$ cat config.mk
export PLATFORM = sky130hd
export DESIGN_NAME = timer_sequencer
export DESIGN_NICKNAME = d
export VERILOG_FILES = /design/src/rtl/tseq_pkg.sv /design/src/rtl/interval_counter.sv /design/src/rtl/timer_sequencer.sv
export SDC_FILE = /design/constraint.sdc
export NUM_CORES = 1
export LEC_CHECK = 0
export CORE_MARGIN = 5
export CORE_UTILIZATION = 48
export DETAILED_ROUTE_END_ITERATION = 8
export PLACE_DENSITY_LB_ADDON = 0.05
export SETUP_SLACK_MARGIN = 0.2
export SLEW_MARGIN = 40
export SYNTH_ARGS = -nofsm -noshare
export SYNTH_HDL_FRONTEND = slang
export SYNTH_SLANG_ARGS = --single-unit
$ cat constraint.sdc
create_clock -name clk -period 2.9 [get_ports clk]
set_input_delay 0.29 -clock clk [delete_from_list [all_inputs] [get_ports clk]]
set_output_delay 0.29 -clock clk [all_outputs]
set_load 0.01 [all_outputs]
$ cat src/rtl/tseq_pkg.sv
// Shared types for the timer sequencer: FSM state encoding and mode encodings.
package tseq_pkg;

   typedef enum logic [1:0] {
      IDLE = 2'd0,
      RUN  = 2'd1,
      DONE = 2'd2
   } tseq_state_e;

   localparam logic ONE_SHOT = 1'b0;
   localparam logic PERIODIC = 1'b1;

endpackage

$ cat src/rtl/interval_counter.sv
// Interval count register: clear has priority over enable; never wraps by itself,
// the sequencer clears it at period-1.
module interval_counter #(
   parameter int WIDTH = 32
) (
   input  logic             clk,
   input  logic             rst_n,
   input  logic             clear,
   input  logic             enable,
   output logic [WIDTH-1:0] count
);

   logic [WIDTH-1:0] count_d, count_q;

   always_comb begin
      count_d = count_q;
      if (clear)       count_d = '0;
      else if (enable) count_d = count_q + WIDTH'(1);
   end

   always_ff @(posedge clk or negedge rst_n) begin
      if (!rst_n) count_q <= '0;
      else        count_q <= count_d;
   end

   assign count = count_q;

endmodule

$ cat src/rtl/timer_sequencer.sv
// One-shot / periodic interval timer with a cfg handshake accepted only in IDLE.
// Optional advance prescaler enabled by defining TSEQ_PRESCALER_EN.
module timer_sequencer
   import tseq_pkg::*;
#(
   parameter int WIDTH = 32
) (
   input  logic             clk,
   input  logic             rst_n,
   input  logic             cfg_valid,
   output logic             cfg_ready,
   input  logic [WIDTH-1:0] cfg_period,
   input  logic             cfg_mode,
`ifdef TSEQ_PRESCALER_EN
   input  logic [7:0]       cfg_prescale,
`endif
   input  logic             start,
   input  logic             stop,
   output logic [WIDTH-1:0] count,
   output logic             busy,
   output logic             tick,
   output logic             done,
   output logic             err
);

   tseq_state_e      state_d, state_q;
   logic [WIDTH-1:0] period_d, period_q;
   logic             mode_d, mode_q;
   logic             cfg_load;
   logic             advance;
   logic             cnt_clear, cnt_en;

   assign cfg_ready = (state_q == IDLE);
   assign cfg_load  = cfg_valid && cfg_ready;

   always_comb begin
      period_d = period_q;
      mode_d   = mode_q;
      if (cfg_load) begin
         period_d = cfg_period;
         mode_d   = cfg_mode;
      end
   end

`ifdef TSEQ_PRESCALER_EN
   logic [7:0] prescale_d, prescale_q;
   logic [7:0] presc_cnt_d, presc_cnt_q;

   assign advance = (state_q == RUN) && (presc_cnt_q == prescale_q);

   // Prescaler sits at 0 outside RUN, so entry to RUN always starts a fresh phase.
   always_comb begin
      prescale_d  = cfg_load ? cfg_prescale : prescale_q;
      presc_cnt_d = '0;
      if (state_q == RUN && !stop && !advance)
         presc_cnt_d = presc_cnt_q + 8'd1;
   end

   always_ff @(posedge clk or negedge rst_n) begin
      if (!rst_n) begin
         prescale_q  <= '0;
         presc_cnt_q <= '0;
      end else begin
         prescale_q  <= prescale_d;
         presc_cnt_q <= presc_cnt_d;
      end
   end
`else
   assign advance = 1'b1;
`endif

   always_comb begin
      state_d   = state_q;
      cnt_clear = 1'b0;
      cnt_en    = 1'b0;
      busy      = 1'b0;
      tick      = 1'b0;
      done      = 1'b0;
      err       = 1'b0;
      case (state_q)
         IDLE: begin
            cnt_clear = 1'b1;
            if (start && !stop) begin
               if (period_q != '0) state_d = RUN;
               else                err     = 1'b1;
            end
         end
         RUN: begin
            busy = 1'b1;
            // stop outranks a coincident interval end
            if (stop) begin
               state_d   = IDLE;
               cnt_clear = 1'b1;
            end else if (advance && count == period_q - WIDTH'(1)) begin
               tick      = 1'b1;
               cnt_clear = 1'b1;
               if (mode_q == ONE_SHOT) state_d = DONE;
            end else if (advance) begin
               cnt_en = 1'b1;
            end
         end
         DONE: begin
            done      = 1'b1;
            cnt_clear = 1'b1;
            state_d   = IDLE;
         end
         default: begin
            state_d   = IDLE;
            cnt_clear = 1'b1;
         end
      endcase
   end

   always_ff @(posedge clk or negedge rst_n) begin
      if (!rst_n) begin
         state_q  <= IDLE;
         period_q <= '0;
         mode_q   <= ONE_SHOT;
      end else begin
         state_q  <= state_d;
         period_q <= period_d;
         mode_q   <= mode_d;
      end
   end

   interval_counter #(.WIDTH(WIDTH)) u_cnt (
      .clk    (clk),
      .rst_n  (rst_n),
      .clear  (cnt_clear),
      .enable (cnt_en),
      .count  (count)
   );

endmodule
; Yosys cells after proc, flatten, opt, wreduce, memory -nomap -nowiden
; Index checks and enable logic that the tools add are counted.
[classes]
add_sub_neg = 2
n_mul = 0
n_div = 0
magnitude_cmp = 0
eq_ne = 7
n_shift = 0
mux = 21
bitwise_logic = 0
n_reduce_logical = 7
[op_table]
columns = cell, n
row1 = two-way mux 32 bit, 2
row2 = "adder 32 x 1 -> 32 bit, second input constant", 1
row3 = equality test 32 bit, 1
row4 = nonzero test 32 bit, 1
row5 = "subtractor 32 x 1 -> 32 bit, second input constant", 1
row6 = two-way mux 1 bit, 13
row7 = two-way mux 2 bit, 5
row8 = "!= test 3 bit, second input constant", 2
row9 = "!= test 2 x 1 -> 1 bit, second input constant", 2
row10 = case mux 2 bit (2 select lines), 1
row11 = AND reduction 4 bit, 1
row12 = "equality test 2 x 1 -> 1 bit, second input constant", 1
row13 = "equality test 2 bit, second input constant", 1
row14 = logical AND 1 bit, 2
row15 = zero test 2 bit, 1
row16 = nonzero test 2 bit, 1
row17 = zero test 1 bit, 1
[totals]
reg_bits = 67
latchBits = 0
ramBits = 0
rom_bits = 0
input_bits = 38
output_inout_bits = 37
word_cells = 41
memories = 0

; Depth between registers and ports, before layout
; Gate-level depths: netlist of run 1.
[logic_depth]
ltp_word = 7
ltp_mapped = 11
ltp_nobuf = 10

; Modules after synthesis
; A second synthesis of run 1 with hierarchy kept.
[hier_totals]
hier_cells = 428
hier_area_um2 = 4145.2
[by_module_without_submodules]
columns = module, instances, cells_per_inst, area_per_inst_um2, seq_area_each_um2
row1 = timer_sequencer, 1, 252, 2464.9, 875.8
row2 = interval_counter, 1, 176, 1680.4, 800.8

; Worst setup path before layout of run 1
; Ideal clock, no wire load.
[synth_path]
path_type = register to register
startpoint = register period_q[0]
endpoint = register u_cnt.count_q[9], in the netlist u_cnt.count[9]
setup_ns = 0.119
arrival_ns = 2.807
required_time_ns = 2.781
path_slack_ns = -0.027
stages_incl_launch_ff = 12
n_path_buf = 1
synth_period_minus_slack_ns = 2.927
cell_sequence = dfrtp_1 > inv_1 > ha_1 > nor2b_1 > a31oi_1 > a2111o_1 > or4_1 > nor4_1 > nand4_2 > o211ai_4 > buf_8 > nor2_2
[synth_via]
elab_chain_len = 6
word_cells_on_any_way = 10
cone_classes = 1 x add/sub / 1 x eq/ne / 7 x mux / 1 x reduce/logical
[synth_lines]
columns = element, line_no
row1 = from (decl), timer_sequencer.sv:27  ; logic [WIDTH-1:0] period_d, period_q;
row2 = from (signal assigned), timer_sequencer.sv:121  ; period_q <= period_d;
row3 = subtractor 32 x 1 -> 32 bit *, timer_sequencer.sv:94  ; end else if (advance && count == period_q - WIDTH'(1)) begin
row4 = equality test 32 bit *, timer_sequencer.sv:94
row5 = two-way mux 1 bit, timer_sequencer.sv:94
row6 = two-way mux 1 bit, timer_sequencer.sv:91  ; if (stop) begin
row7 = two-way mux 1 bit, timer_sequencer.sv:80  ; case (state_q)
row8 = two-way mux 32 bit / nonzero test 2 bit (equally long branches), --
row9 = to (signal assigned), interval_counter.sv:23  ; else count_q <= count_d;
row10 = to (decl), interval_counter.sv:13  ; logic [WIDTH-1:0] count_d, count_q;
; Every way passes the cells marked *; elsewhere a longest branch is shown, timed or not.
; A chain may end at the register's enable or synchronous reset.

; Worst setup path after layout of run 1
[layout_path]
startpoint = register period_q[9]
endpoint = register u_cnt.count_q[18], in the netlist u_cnt.count[18]
; Same word-level chain as after synthesis.

==> metrics.txt, run 1 <==
DRT iter0 DRCs=196; failing checks=negative setup slack; Routed wire per std cell=~17 um; area grow syn2layout=45.2%; Die ar.=10600 um^2; layout cells sized above 1=32.3%; Simple-Gate Fraction of Synth Area=26.6%; DRC violations left=0; worst path required time=3130 ps; core area=about 8600 um^2; mux contribution to synthesized area=approximately 8.1%; Fin Setup TNS=-13570 ps; CTS Buffer Depth=2; boundary pin count=75; unrepaired setup endpoints after global routing=yes; post-synthesis xor/xnor area fraction=15.2%; design area=6030 um^2; outcome=complete, but fails checks; startpoint type of the worst setup path=register; Mapped Area=4150 um^2; critical path peak fanout=10; Starting Density=48.3%; final core utilization=between 70% and 80%; first-pass GRT wire length=between 15 and 20 mm; Clk Latency, worst-skew pair=350 ps; grt ovf=0; total length of routed wires=11.8 mm; clock transition at the registers of the reported paths=80 ps; sequential area share after synthesis=40.4%; Pwr Total=approximately 0.0032 W; most common cell after layout, fill and taps aside=buf_4; critical path type=register to register; Die H=roughly 100 um; Worst Tran Pin Value=roughly 500 ps; IO buf count=74; Final Slew Violations=0; Yosys reg bits=67; vias in the first global route=3749; # clock sinks=67; vias per cell=5.38; Chip Width=103 um; synth warn=0; largest net degree at the start of global routing=38; Cell Area, Placed=5610 um^2; Final Cycle Share=115%; final worst path period need=3330 ps; Final WS setup=-430 ps; Final nets=around 620; Synth Instances=414; Worst R2R Start=period_q[9]; CTS tree=yes; Root Buffer=clkbuf_8; P per Cell Area=530 nW/um^2; maximum VDD drop=0.262 mV; max capacitance violation total=0; Final Hold Fails=0; GRT Max-Usage Layer=met2; adder-cell share of the synthesized area=0.602%; final setup fails=35; post-route ant nets=0; total CTS buffers=9; antenna violations before repair=0; via count=about 3700; GR Util met1=roughly a third; worst min path class=primary input to asynchronous set/reset pin; GR Util met2=34.7%; cell leakage power=~2.5 nW; dpl hpwl=8.74 mm; highest-count cells in the layout ignoring fill and taps=buf_4 (85), clkdlybuf4s50_1 (71), dfrtp_1 (66); syn_area_per_cell=10.0 um^2; Slew HR=66.2%; Worst Path Arrival=3560 ps; Max Clock Skew=between 10 and 15 ps; Inserted Diodes=0; row count=34; main combinational cell family by area after synthesis=simple AND/OR/NAND/NOR gates; H-tree lvl count=3; routing usage on met3=approximately 5.3%; fmax=0.300 GHz; Routability Congestion=0.902; worst setup path startpoint=period_q[9]; total track usage=23.5%; drt first pass iters=4; post-synthesis compound-gate area fraction=5.66%; syn_nets=454; crit end category=register; distinct cell type count after synthesis=57
## state kept, by name, summed over array words and instances, names as in the netlist
register and cells:
state_q 2, period_q 32, u_cnt.count 32, mode_q 1
## path summary, 6_finish.rpt
| check | to | slack, ps | depth (start not counted) |
|---|---|---|---|
| hold / removal | period_q[3] | 420 | 2 |
| hold reg to reg | state_q[1] | 460 | 1 |
| setup / recovery | u_cnt.count[18] | -430 | 16 |
| min in group clk | state_q[1] | 460 | 1 |
| max in group asynchronous | period_q[19] | 1940 | 3 |
| setup reg to reg | u_cnt.count[18] | -430 | 16 |
## cell families after synthesis
family | after synthesis
multiplexers | 30
adder cells (fa/ha/maj) | 2
buffers and inverters | 27
AO/OA/AOI/OAI | 31
AND/OR/NAND/NOR | 185
XOR/XNOR | 72
flip-flops | 67
## layer usage
layer	part of all wire (%)	vias to the layer above
met4	2.1	0
met3	6.0	16
met1	48	1812
met5	0	-
met2	44	107
li1	-	1799
## worst max-delay path, cell delays in order (launching register included)
cell,delay (ps)
dfrtp_1,430
buf_6,140
or3_4,400
nor4_4,320
buf_4,170
nand4b_1,100
xnor2_1,160
nor4_2,290
nand4_2,180
buf_4,180
buf_6,110
buf_6,100
buf_6,100
o211ai_4,190
buf_12,150
buf_12,140
nor2_1,60
## power by group
group | total [W] | switching (W) | internal, W
sequential | 0.00118 | 0.000112 | 0.00106
clock | 0.000724 | 0.000369 | 0.000354
combinational | 0.00130 | 0.000606 | 0.000691
total | 0.00320 | 0.00109 | 0.00211
## cell usage after synthesis (all sizes together)
| cell type | count | area share, % |
|---|---|---|
| a2111o | 1 | 0.27 |
| a21boi | 1 | 0.18 |
| a21o | 1 | 0.21 |
| a21oi | 2 | 0.24 |
| a221oi | 1 | 0.21 |
| a31oi | 1 | 0.15 |
| a32oi | 1 | 0.21 |
| and2 | 3 | 0.45 |
| and3 | 5 | 0.75 |
| and3b | 2 | 0.42 |
| and4 | 2 | 0.42 |
| and4b | 1 | 0.24 |
| buf | 6 | 1.6 |
| clkbuf | 9 | 0.81 |
| dfrtp | 67 | 40 |
| ha | 2 | 0.60 |
| inv | 12 | 1.1 |
| mux2 | 30 | 8.1 |
| nand2 | 24 | 2.2 |
| nand2b | 3 | 0.45 |
| nand3 | 21 | 2.7 |
| nand4 | 10 | 1.8 |
| nand4b | 2 | 0.42 |
| nand4bb | 1 | 0.27 |
| nor2 | 47 | 4.8 |
| nor2b | 6 | 0.90 |
| nor3 | 19 | 2.3 |
| nor3b | 3 | 0.54 |
| nor4 | 13 | 3.1 |
| nor4b | 2 | 0.78 |
| nor4bb | 1 | 0.24 |
| o211a | 2 | 0.48 |
| o211ai | 5 | 1.2 |
| o21ai | 10 | 1.2 |
| o31a | 1 | 0.21 |
| o31ai | 3 | 0.54 |
| o32a | 1 | 0.24 |
| o41a | 1 | 0.27 |
| or2 | 2 | 0.30 |
| or3 | 7 | 1.2 |
| or4 | 9 | 1.8 |
| or4b | 2 | 0.48 |
| xnor2 | 36 | 7.6 |
| xor2 | 36 | 7.6 |
## area by class of cell
class / instances / area (um^2)
Inverter: 12 / 45.0
Fill cell: 651 / 2560
Timing Repair Buffer: 171 / 1550
Multi-Input combinational cell: 320 / 2450
Sequential cell: 67 / 1680
Clock buffer: 12 / 155
Clock inverter: 4 / 25.0
Tap cell: 108 / 135
## what timing repair did
action	4_1_cts	5_1_grt
pin swaps	11	8
buffers inserted	9	3
endpoints found under the hold margin	0	30
setup endpoints to repair	36	36
hold buffers	0	1
cloned	2	0
resized for setup	21	10
## metrics by stage
| step | std cells | worst slack, ps | hold slack [ps] |
|---|---|---|---|
| floorplan | 414 | 126 | -5.59 |
| global placement | 663 | -552 | 383 |
| detailed placement | 663 | -606 | 396 |
| CTS | 690 | -397 | 17.5 |
| global route | 694 | -562 | 444 |
| finish | 694 | -430 | 419 |
No activity file was read; power rests on OpenSTA's default activity.
==> inputs of run 2 (changes only) <==
==> constraint.sdc (replaced) <==
create_clock -name clk -period 2.9 [get_ports clk]
set_input_delay 0.58 -clock clk [delete_from_list [all_inputs] [get_ports clk]]
set_output_delay 0.58 -clock clk [all_outputs]
set_load 0.01 [all_outputs]
==> run 2 against run 1 <==
Compared with the run above:
- the flow still finishes with violations (negative setup slack)
- combinational power is 5% higher
- utilization is 2.8 points higher
- die area stayed put
- worst setup slack worse by 110 ps
- maximum frequency is 3.1% lower
- clock skew is 1.9 ps higher
- flip-flop and latch count stayed put
- clock power is 10% higher
- register-to-register slack better by 190 ps
- first-iteration DRC count is 4.6% higher
- critical endpoint is now tick
- highest routed layer unchanged
==> metrics.txt, run 2 (synthesized netlist as in run 1, its figures left out) <==
outcome=complete, but fails checks; failing checks=negative setup slack; max capacitance violation total=0; cell leakage power=roughly 2.6 nW; Max Clock Skew=12.8 ps; IO buf count=74; vias per cell=5.33; critical path type=register to output port; DRC violations left=0; antenna violations before repair=0; Final Hold Fails=0; layout cells sized above 1=36.1%; Worst Path Arrival=roughly 2900 ps; final worst path period need=roughly 3400 ps; final core utilization=73.0%; Seq. cell area=1680 um^2; Psw=0.00115 W; CP most frequent cell=nor4_4; dpl hpwl=approximately 8.9 mm; Slew HR=between 60 and 70%; first-pass GRT wire length=19.2 mm; row count=34; area occupied by multi-input gates=2580 um^2; boundary pin count=75; CP Cell Sequence=or4_4 -> buf_6 -> or3_1 -> nor4_4 -> o211ai_1 -> nand2_1 -> nand4_4 -> nor4_4 -> buf_2; Pwr Total=around 0.0034 W; Final Cycle Share=118%; Chip Width=103 um; crit-path max cell delay=590 ps; via count=about 3800; Comb pwr share=40.8%; vias in the first global route=roughly 3800; Final WS setup=-535 ps; largest net degree at the start of global routing=38; Worst Tran Pin Value=~570 ps; # clock sinks=67; Reg power frac=35.4%; Die ar.=approximately 11000 um^2; total CTS buffers=9; grt ovf=0; fmax=slightly below 0.3 GHz; routed wl met2=5.63 mm; clock transition at the registers of the reported paths=80 ps; startpoint type of the worst setup path=register; Die H=around 100 um; M1 WL=5.60 mm; crit end category=output port; P per Cell Area=535 nW/um^2; met3 wire length=around 650 um; Worst path slowest cell=or4_4; Starting Density=48.3%; CTS tree=yes; core area=8590 um^2; CTS Buffer Depth=2; final setup fails=35; worst path required time=~2300 ps; Clk pwr share=between 20% and 30%; highest routed layer=met4; Root Buffer=clkbuf_8; highest-count cells in the layout ignoring fill and taps=buf_4 (93), clkdlybuf4s50_1 (71), dfrtp_1 (64); DRT iter0 DRCs=a little over 200; unrepaired setup endpoints after global routing=yes; worst min path class=primary input to asynchronous set/reset pin; Inserted Diodes=0; area grow syn2layout=51.1%; sw frac=34.1%; most common cell after layout, fill and taps aside=buf_4; # fillers=653; Cell Area, Placed=about 5700 um^2; Cell Int Power=about 0.0022 W; Final nets=633; H-tree lvl count=3; post-route ant nets=0; Routed wire per std cell=17.2 um; critical path peak fanout=4; Clk Latency, worst-skew pair=~350 ps; maximum VDD drop=about 0.29 mV; Routability Congestion=0.893; total track usage=between 20% and 30%; total length of routed wires=12.1 mm; design area=6270 um^2; Final Slew Violations=0; drt first pass iters=4
run 2: worst max-delay path, delay by kind of cell, from the launching register on:
kind,cells,cell delay [ps]
simple gates,6,1630
flops,1,440
buf+inv,2,330
compound gates,1,100
run 2: final cells by class:
type / instances / share of cell area [%]
Multi-Input combinational cell: 320 / 41.1
Sequential cell: 67 / 26.8
Timing Repair Buffer: 183 / 26.2
Clock buffer: 11 / 2.25
Tap cell: 108 / 2.15
Clock inverter: 5 / 0.837
Inverter: 12 / 0.718
run 2: routing by layer:
layer / up-vias / global-route usage, %
met5: - / 0
met4: 0 / 8.96
met3: 17 / 4.13
met2: 98 / 37.8
met1: 1818 / 32.7
li1: 1833 / -
run 2: power groups by stage:
stage	Clock, W	Sequential [W]	Combinational, W
after global routing	0.000849	0.00121	0.00147
after detailed placement	0	0.00119	0.00121
after global placement	0	0.00119	0.00118
final	0.000799	0.00119	0.00137
after floorplan	0	0.00121	0.000630
after CTS	0.000808	0.00118	0.00130
run 2: through the flow:
stage | hold WS (ps) | cells | setup TNS [ps] | worst slack, ps
finish | 158 | 706 | -7950 | -535
global route | 174 | 706 | -14060 | -724
CTS | 296 | 702 | -3140 | -607
detailed placement | 469 | 676 | -2900 | -737
global placement | 460 | 676 | -1710 | -678
floorplan | 284 | 414 | -73.3 | -73.3
run 2: path summary, 6_finish.rpt:
| path | start | to | slack, ps | depth (start not counted) |
|---|---|---|---|---|
| worst max register to register | period_q[3] | u_cnt.count[15] | -240 | 14 |
| worst min-delay path | rst_n | period_q[5] | 160 | 1 |
| worst min register to register | mode_q | state_q[1] | 480 | 1 |
| max in group asynchronous | rst_n | period_q[11] | 2180 | 2 |
| worst max-delay path | period_q[11] | tick | -530 | 9 |
| min in group clk | mode_q | state_q[1] | 480 | 1 |
run 2: repair_timing:
| item | CTS | global route |
|---|---|---|
| resized for setup | 33 | 26 |
| endpoints found under the setup margin | 36 | 36 |
| gates cloned | 2 | 0 |
| buffers inserted | 8 | 4 |
| hold buffers | 0 | 0 |
| pin swaps | 3 | 11 |
